**config.mk**
```make
export PLATFORM = sky130hd
export DESIGN_NAME = fifo_stream_reader
export DESIGN_NICKNAME = d
export VERILOG_FILES = /design/src/rtl/fifo_stream_reader.sv
export SDC_FILE = /design/constraint.sdc
export NUM_CORES = 1
export LEC_CHECK = 0
export CORE_MARGIN = 8
export CORE_UTILIZATION = 50
export DETAILED_ROUTE_END_ITERATION = 7
export PLACE_DENSITY = 0.86
export SYNTH_ARGS = -nofsm -noshare
export SYNTH_HDL_FRONTEND = slang
export SYNTH_SLANG_ARGS = --single-unit
export TNS_END_PERCENT = 50
```
**constraint.sdc**
```tcl
create_clock -name clk -period 8.05 [get_ports clk]
set_input_delay 1.61 -clock clk [delete_from_list [all_inputs] [get_ports clk]]
set_output_delay 1.61 -clock clk [all_outputs]
set_load 0.05 [all_outputs]
```
**src/rtl/fifo_stream_reader.sv**
```systemverilog
// Read-side master for the synchronous FIFO: issues rd_en, absorbs the
// one-cycle read latency and re-presents words on a 2-entry valid/ready buffer.
module fifo_stream_reader #(
    parameter int DWIDTH = 8,
    parameter int CWIDTH = 16
) (
    input  logic              clk,
    input  logic              rstn,
    input  logic              en,
    input  logic              flush,
    input  logic              empty,
    input  logic [DWIDTH-1:0] out_data,
    output logic              rd_en,
    output logic              m_valid,
    output logic [DWIDTH-1:0] m_data,
    input  logic              m_ready,
    output logic [CWIDTH-1:0] rd_count,
    output logic              busy
);

    typedef enum logic [1:0] {
        S_IDLE  = 2'd0,
        S_RUN   = 2'd1,
        S_FLUSH = 2'd2
    } state_t;

    state_t            state_q;
    logic [1:0]        occ_q, occ_d;
    logic              infl_q;
    logic [DWIDTH-1:0] head_q, head_d;
    logic [DWIDTH-1:0] tail_q, tail_d;
    logic [CWIDTH-1:0] cnt_q;

    logic       flush_entry;
    logic       push;
    logic       pop;
    logic [2:0] pend;

    assign flush_entry = flush && (state_q != S_FLUSH);
    assign m_valid     = (occ_q != 2'd0) && (state_q != S_FLUSH);
    assign m_data      = head_q;
    assign pop         = m_valid && m_ready;
    assign push        = infl_q && (state_q != S_FLUSH) && !flush_entry;
    assign rd_count    = cnt_q;
    assign busy        = (state_q != S_IDLE) || infl_q || (occ_q != 2'd0);

    // A delivery in this cycle frees a slot in time for the issued word.
    assign pend = {1'b0, occ_q} + {2'b00, infl_q} - {2'b00, pop};

    always_comb begin
        rd_en = 1'b0;
        unique case (state_q)
            S_RUN:   rd_en = !empty && (pend < 3'd2);
            S_FLUSH: rd_en = !empty;
            default: rd_en = 1'b0;
        endcase
    end

    always_comb begin
        occ_d  = occ_q;
        head_d = head_q;
        tail_d = tail_q;
        if (flush_entry) begin
            occ_d = 2'd0;
        end else begin
            unique case ({push, pop})
                2'b10: begin
                    occ_d = occ_q + 2'd1;
                    if (occ_q == 2'd0) head_d = out_data;
                    else               tail_d = out_data;
                end
                2'b01: begin
                    occ_d  = occ_q - 2'd1;
                    head_d = tail_q;
                end
                2'b11: begin
                    if (occ_q == 2'd1) begin
                        head_d = out_data;
                    end else begin
                        head_d = tail_q;
                        tail_d = out_data;
                    end
                end
                default: ;
            endcase
        end
    end

    always_ff @(posedge clk or negedge rstn) begin
        if (!rstn) begin
            state_q <= S_IDLE;
            occ_q   <= 2'd0;
            infl_q  <= 1'b0;
            head_q  <= '0;
            tail_q  <= '0;
            cnt_q   <= '0;
        end else begin
            occ_q  <= occ_d;
            head_q <= head_d;
            tail_q <= tail_d;
            infl_q <= rd_en && !empty;
            if (pop) cnt_q <= cnt_q + CWIDTH'(1);
            unique case (state_q)
                S_IDLE: begin
                    if (flush)   state_q <= S_FLUSH;
                    else if (en) state_q <= S_RUN;
                end
                S_RUN: begin
                    if (flush)    state_q <= S_FLUSH;
                    else if (!en) state_q <= S_IDLE;
                end
                S_FLUSH: begin
                    if (!flush && empty && !infl_q)
                        state_q <= en ? S_RUN : S_IDLE;
                end
                default: state_q <= S_IDLE;
            endcase
        end
    end

endmodule

```
After elaboration in Yosys (flattened, before gate mapping)
Cells that the tools add are included.
Widths: inputs -> output; s select.
Operators by class
  add/subtract/negate cells: 5
  $lt $le $gt $ge: 1
  equal/unequal tests: 13
  muxes and demuxes: 16
  bitwise operators: 1
  reductions and logical operators: 25
Operator list (count)
  $mux 8: 4
  $pmux 8 s3: 1
  $add 16x1->16 const B: 1
  $pmux 8 s2: 1
  $mux 2: 6
  $ne 2x2->1 const B: 5
  $logic_and 1x1->1: 9
  $eq 2x1->1 const B: 3
  $eq 2x2->1 const B: 3
  $ne 3x3->1 const B: 2
  $pmux 2 s3: 1
  $reduce_and 3->1: 2
  $reduce_bool 2->1: 3
  $reduce_bool 3->1: 2
  $logic_not 1->1: 4
  $logic_not 2->1: 2
  $pmux 2 s2: 1
  $reduce_and 4->1: 1
  $add 2x1->3: 1
  $lt 3x2->1 const B: 1
  $sub 3x1->3: 1
  $add 2x1->2 const B: 1
  $logic_or 1x1->1: 2
  $pmux 1 s2: 1
  other kinds (3): 3
Word-level totals
  flip-flop bits (word level): 37
  output and inout bits: 27
  logic and storage cells: 67

Longest topological paths before layout
Gate-level depths: netlist of run 1.
  depth after elaboration: 8
  mapped depth: 10
  gate-level depth less buffers: 9

Least setup slack after synthesis of run 1
Ideal clock, no wire load.
  path type: in2out
  from: input m_ready
  to: output rd_en
  data arrival time: 4.118 ns
  slack: 2.322 ns
  stages on the path: 8
  path buffers: 1
  path through: nor3b_1 -> buf_4 -> ha_1 -> nand2b_1 -> fa_1 -> xnor2_1 -> a31oi_1 -> nor3b_1
Between the ends
  word-level cells in the longest chain between the ends: 5
Ends and longest elaborated chain
  start, declared: RTL line 16  | input logic m_ready,
  $logic_and 1x1->1: RTL line 42  | assign pop = m_valid && m_ready;
  named net pop: RTL line 36  | logic pop;
  $sub 3x1->3: RTL line 48  | assign pend = {1'b0, occ_q} + {2'b00, infl_q} - {2'b00, pop};
  $lt 3x2->1: RTL line 53  | S_RUN: rd_en = !empty && (pend < 3'd2);
  $logic_and 1x1->1: RTL line 53
  $pmux 1 s2: RTL line 52  | unique case (state_q)
  end, declared: RTL line 13  | output logic rd_en,
The timed path passes the listed nets, and every way through them passes these cells.

Worst setup path in the final report of run 1
  from: input m_ready
  to: output rd_en
Between the ends
  word-level cells in the longest chain between the ends: 5
Ends and longest elaborated chain (RTL line)
  $logic_and 1x1->1: 42
  $sub 3x1->3: 48
  $lt 3x2->1: 53
  $logic_and 1x1->1: 53
  $pmux 1 s2: 52
No other way between the ends.

==> results of run 1 <==
-- power by group --
group	total (mW)	leakage, nW	switching [mW]	internal [mW]
Clock	0.132	0.0433	0.0641	0.0676
Sequential	0.304	0.470	0.0558	0.248
Combinational	0.470	0.626	0.285	0.185
-- Yosys cell counts, drive strengths merged (5+ instances only) --
master  number
xnor2        9
xor2         9
nor2        18
nor3         5
inv         10
a21oi        8
dfrtp       37
mux2i       10
mux2        10
nand2       11
ha           8
-- worst min-delay path by stage --
stage                       from            to  slack, ns  depth (start not counted)
finish              rd_count[15]  rd_count[15]       0.47                          1
global route        rd_count[15]  rd_count[15]       0.49                          1
CTS                 rd_count[15]  rd_count[15]       0.48                          1
detailed placement  rd_count[15]  rd_count[15]       0.47                          1
global placement    rd_count[15]  rd_count[15]       0.46                          1
floorplan              tail_q[0]     tail_q[0]       0.48                          1
-- stage by stage --
stage          total power, mW  std cells   util  hold slack [ns]  cell area [um2]
6_report                 0.906        260  0.665            0.471             2450
3_5_place_dp             0.780        253  0.641            0.467             2360
2_1_floorplan            0.645        168      -            0.479             1930
5_1_grt                  0.962        260  0.665            0.489             2450
4_1_cts                  0.915        260  0.665            0.479             2450
3_3_place_gp             0.769        253  0.641            0.457             2360
-- worst max-delay path, delay by kind of cell --
kind / cells / cell delay [ns]
adder cells (fa/ha/maj): 2 / 0.62
AO/OA/AOI/OAI: 1 / 0.12
buffers and inverters: 3 / 1.56
XOR/XNOR: 1 / 0.14
AND/OR/NAND/NOR: 3 / 0.54
-- cell families after synthesis --
| logic type | after synthesis | synth area share |
|---|---|---|
| simple gates | 53 | 0.171 |
| flops | 37 | 0.479 |
| mux | 20 | 0.110 |
| xor+xnor | 18 | 0.0815 |
| compound gates | 17 | 0.0602 |
| buf+inv | 14 | 0.0369 |
| fa+ha+maj | 9 | 0.0621 |
-- final cells by class --
cell class | instances | area (um2)
Fill cell | 289 | 1230
Multi-Input combinational cell | 117 | 937
Sequential cell | 37 | 926
Timing Repair Buffer | 41 | 403
Clock buffer | 6 | 82.6
Tap cell | 48 | 60.1
Inverter | 10 | 37.5
Clock inverter | 1 | 7.51
-- flip-flops by register name, indices dropped and copies added, names as in the netlist --
| signal | count |
|---|---|
| occ_q | 2 |
| tail_q | 8 |
| state_q | 2 |
| rd_count | 16 |
| infl_q | 1 |
| m_data | 8 |
-- metal layers --
metal	share of wire	track usage	up-vias
met5	0	0	-
li1	-	-	656
met2	0.49	0.218	35
met3	0.053	0.0353	7
met4	0.019	0.0667	0
met1	0.44	0.151	662
-- layout by cell type (no fill, tap or decap), types with 2 or more instances in the layout --
master,count
sky130_fd_sc_hd__nand3_1,4
sky130_fd_sc_hd__nand2_1,10
sky130_fd_sc_hd__nor3b_1,3
sky130_fd_sc_hd__ha_1,8
sky130_fd_sc_hd__nor2_1,18
sky130_fd_sc_hd__xor2_1,9
sky130_fd_sc_hd__nor3_2,3
sky130_fd_sc_hd__a21oi_1,8
sky130_fd_sc_hd__inv_1,10
sky130_fd_sc_hd__mux2i_1,10
sky130_fd_sc_hd__dfrtp_1,37
sky130_fd_sc_hd__mux2_2,10
sky130_fd_sc_hd__clkbuf_8,6
sky130_fd_sc_hd__nand2b_1,2
sky130_fd_sc_hd__nor3_1,2
sky130_fd_sc_hd__nand4_4,2
sky130_fd_sc_hd__clkdlybuf4s50_1,39
sky130_fd_sc_hd__xnor2_1,9
==> metrics.txt, run 1 <==
count of flip-flops with a built-in enable after synthesis 0; post-CTS setup buffers 0; routed vias/inst ~5.2; number of global-route vias before repair roughly 1.4k; # diodes 0; buffer depth of the longest clock path 2; post-placement setup slack around 1.8 ns; violation count after the first detailed-route iteration 58; CP Capture Point rd_en; arrival time of data at the critical path endpoint 4.60 ns; share of async-settable or async-resettable flops after synthesis 1.00; tightest slew margin relative to the limit 0.469; reg2reg end infl_q; layout-stage area growth over the synthesis result 26.8%; unrepaired setup endpoints after global routing false; Yosys top cell area share 0.479; Post-Route Skew a little under 0.004 ns; IR Drop Worst-Case VDD approximately 0.21 mV; worst reg2reg setup slack 5.45 ns; Max Transition Viols Final 0; leading area contributor after synthesis sky130_fd_sc_hd__dfrtp_1; hpwl dp 2870 um; Synth cell types 37; highest fanout seen on the critical path 10; shortest clock period the worst path allows after layout between 6 and 7 ns; All-Layer GR Usage 0.131; slowest cell on the critical path sky130_fd_sc_hd__clkdlybuf4s50_1; Slowest Stage Delay on Critical Path 0.83 ns; cts-stage hold buffer count 0; Initial Util 0.524; TritonCTS clock tree built; clock latency on the worst-skew pair 0.29 ns; # IOs about 40; die width between 70 and 80 um; max-capacitance violation count 0; main area contributors after synthesis sky130_fd_sc_hd__dfrtp_1 48%, sky130_fd_sc_hd__mux2_2 5.8%, sky130_fd_sc_hd__ha_1 5.2%, sky130_fd_sc_hd__mux2i_1 5.2%, sky130_fd_sc_hd__xnor2_1 4.1%; leakage power summed over all cells approximately 1.1 nW; nets in the synthesized netlist about 190; y dimension of the die 78.2 um; gate count after technology mapping approximately 170; gp weighted congestion 0.785; clock buffers created by TritonCTS 5; total core area 3690 um2; minimum setup slack in the final design approximately 1.8 ns; buffers added on ports 40; number of endpoints failing setup at the final stage 0; final hold violation count 0; post-synthesis area per instance between 10 and 15 um2; layout cell share with drive strength beyond 1 0.132; reg-to-reg critical path startpoint state_q[0]; H-tree Lvls 2; Critical Setup Path Class in2out; Total Nets Final 235; R2R depth 10; Critical Path RT approximately 6.4 ns; Die Footprint about 6100 um2; type of destination of the critical path primary output; cell area after technology mapping just under 2000 um2; worst path cell trace clkdlybuf4s50_1 -> nor3b_1 -> buf_4 -> ha_1 -> nand2b_1 -> fa_1 -> xnor2_1 -> a31oi_1 -> nor3b_1 -> clkdlybuf4s50_1; first-pass detailed-route iteration total 6; wire length reported by the detailed router 3830 um; root buffer cell sky130_fd_sc_hd__clkbuf_8; primary flip-flop cell chosen by synthesis mapping sky130_fd_sc_hd__dfrtp_1; clock-pin slew of the registers on the worst-case setup and hold paths ~0.070 ns; wire length of the first global-routing pass ~6500 um; initial antenna violation count 0; Congestion Overflow GR 0; Least-Margin Pin Slew between 0.7 and 0.8 ns; nature of the critical path startpoint input pin; Min-Delay Path Class reg2reg; post_cts resized 0; Highest Clock Rate ~160 MHz; run status finished, final reports clean; DRC violations left 0; Post-Route Setup TNS 0 ns; worst setup path startpoint m_ready; via count 1,360; largest net degree at the start of global routing 38; detail-routed net length per standard cell ~15 um; Detail Route Antenna Nets 0; YS warnings 0; CTS Sinks 37; PD cells 369 nW/um2; sequential share of the synthesized area 0.479; post-route fraction of the period consumed by the critical path 0.772; row cnt 22; flops & latches, synth 37
(Power assumes the default switching activity.)
==> run 2: changes to the inputs <==
- CORE_UTILIZATION: 50 -> 46
- PLACE_DENSITY: 0.86 -> 0.83
- clock period: 8.05 -> 5.15 ns (I/O delays scaled with it)
==> metrics.txt, run 2 (synthesis gave the netlist of run 1 again) <==
gp weighted congestion 0.765 (-2.5%); type of destination of the critical path primary output; All-Layer GR Usage 0.126 (-0.00491); Max Transition Viols Final 0 (unchanged); number of endpoints failing setup at the final stage 0 (unchanged); nature of the critical path startpoint input pin; H-tree Lvls 2 (unchanged); post_cts resized 0 (unchanged); wire length of the first global-routing pass 6510 um (+0.11%); Final Cell Area 2460 um2 (+0.36%); sequential cell area 926 um2 (unchanged); leading cell types in the layout, fill and taps excluded 38 x sky130_fd_sc_hd__clkdlybuf4s50_1, 37 x sky130_fd_sc_hd__dfrtp_1, 18 x sky130_fd_sc_hd__nor2_1; detail-routed net length per standard cell 14.5 um (-1.8%); via count 1,362 (+0.15%); arrival time of data at the critical path endpoint 3.49 ns (-1.11 ns); wire length reported by the detailed router 3810 um (-0.70%); most common library cell in the layout ignoring fill and taps sky130_fd_sc_hd__clkdlybuf4s50_1; Die Footprint 6540 um2 (+6.9%); die width 80.8 um (+3.4%); largest net degree at the start of global routing 38 (unchanged); DRC violations left 0 (unchanged); clock buffers created by TritonCTS 5 (unchanged); Critical Setup Path Class in2out; Min-Delay Path Class reg2reg; Total Nets Final 235 (unchanged); tightest slew margin relative to the limit 0.449 (-0.0202); Post-Route Skew 0.00782 ns (+0.00396 ns); number of flip-flops under the largest register name 16 (unchanged); layout cell share with drive strength beyond 1 0.141 (+0.00877); buffer depth of the longest clock path 2 (unchanged); # IOs 41 (unchanged); buffers added on ports 40 (unchanged); first-pass detailed-route iteration total 4 (-2); initial antenna violation count 0 (unchanged); Least-Margin Pin Slew 0.827 ns (+0.0304 ns); # diodes 0 (unchanged); leakage power summed over all cells 1.15 nW (+0.48%); minimum setup slack in the final design 0.626 ns (-1.21 ns); final hold violation count 0 (unchanged); routed vias/inst 5.18 (-1.0%); row cnt 23 (+4.5%); Initial Util 0.480 (-0.0443); shortest clock period the worst path allows after layout around 4.5 ns; Congestion Overflow GR 0 (unchanged); IR Drop Worst-Case VDD 0.454 mV (+120%); cts-stage hold buffer count 0 (unchanged); unrepaired setup endpoints after global routing false; post-CTS setup buffers 0 (unchanged); clock-pin slew of the registers on the worst-case setup and hold paths 0.08 ns (about the same); fillers 341 (+18%); total core area 4030 um2 (+9.2%); highest fanout seen on the critical path 4 (-6); dpl cell area 2380 um2 (+0.53%); TritonCTS clock tree built; PD cells 570 nW/um2 (+54%); violation count after the first detailed-route iteration 62 (+6.9%); post-placement setup slack 0.617 ns (-1.21 ns); y dimension of the die 80.8 um (+3.4%); layout-stage area growth over the synthesis result 27.3%; max-capacitance violation count 0 (unchanged); clock latency on the worst-skew pair 0.28 ns (about the same); number of global-route vias before repair 1,376 (-1.9%); Post-Route Setup TNS 0 ns (unchanged); Critical Path RT 4.12 ns (-2.32 ns); run status finished, final reports clean; root buffer cell sky130_fd_sc_hd__clkbuf_8; area taken by multi-input logic gates 937 um2 (unchanged); post-route fraction of the period consumed by the critical path 0.878; hpwl dp 2860 um (-0.19%); Detail Route Antenna Nets 0 (unchanged); Highest Clock Rate between 200 and 250 MHz; CTS Sinks 37 (unchanged)
-- run 2: changes by cell type in the layout (fill, tap and decap cells not counted) --
cell	previous run	this run
sky130_fd_sc_hd__clkinv_2	0	2
sky130_fd_sc_hd__buf_12	0	1
sky130_fd_sc_hd__clkdlybuf4s50_1	39	38
sky130_fd_sc_hd__clkbuf_8	6	5
-- run 2: per-layer routing --
layer,wire (um),track usage,part of all wire,up-vias
met3,209,0.0375,0.055,4
met4,34,0.0321,0.0089,0
met2,1830,0.209,0.48,28
met5,0,0,0,-
li1,-,-,-,662
met1,1730,0.157,0.46,668
-- run 2: per-stage QoR --
stage                     std cells  total power [mW]   util  hold WS, ns
after floorplan                 168              1.01      -        0.479
after global placement          255              1.20  0.590        0.456
after detailed placement        255              1.22  0.590        0.463
after CTS                       263              1.42  0.611        0.475
after global routing            263              1.50  0.611        0.489
final                           263              1.40  0.611        0.473
-- run 2: worst paths after layout --
kind,start,end,slack [ns],depth (start not counted)
setup / recovery,m_ready,rd_en,0.63,9
hold / removal,rd_count[15],rd_count[15],0.47,1
setup reg to reg,state_q[0],infl_q,2.63,9
hold reg to reg,rd_count[15],rd_count[15],0.47,1
max in group asynchronous,rstn,state_q[1],3.78,1
min in group asynchronous,rstn,rd_count[15],0.84,1
-- run 2: critical path, stage by stage --
cell	delay [ns]
sky130_fd_sc_hd__clkdlybuf4s50_1	0.52
sky130_fd_sc_hd__nor3b_1	0.29
sky130_fd_sc_hd__ha_1	0.28
sky130_fd_sc_hd__nand2b_1	0.15
sky130_fd_sc_hd__fa_1	0.38
sky130_fd_sc_hd__xnor2_1	0.15
sky130_fd_sc_hd__a31oi_1	0.12
sky130_fd_sc_hd__nor3b_1	0.38
sky130_fd_sc_hd__buf_12	0.19
-- run 2: final cells by class --
| cell class | count | area share |
|---|---|---|
| Inverter | 10 | 0.0152 |
| Clock inverter | 3 | 0.00711 |
| Clock buffer | 5 | 0.0279 |
| Tap cell | 50 | 0.0254 |
| Sequential cell | 37 | 0.376 |
| Multi-Input combinational cell | 117 | 0.381 |
| Timing Repair Buffer | 41 | 0.168 |
-- run 2: power by group --
part	total [mW]	switching (mW)	leakage, nW	internal, mW
Sequential	0.472	0.0841	0.470	0.387
Clock	0.194	0.101	0.0439	0.0933
Combinational	0.738	0.444	0.631	0.294
==> run 3: changes to the inputs <==
- CAP_MARGIN: unset -> 20
- CTS_CLUSTER_SIZE: unset -> 8
- GPL_ROUTABILITY_DRIVEN: unset -> 0
==> results of run 3 <==
No change in the layout: final DEF, timing and power equal those of run 2.
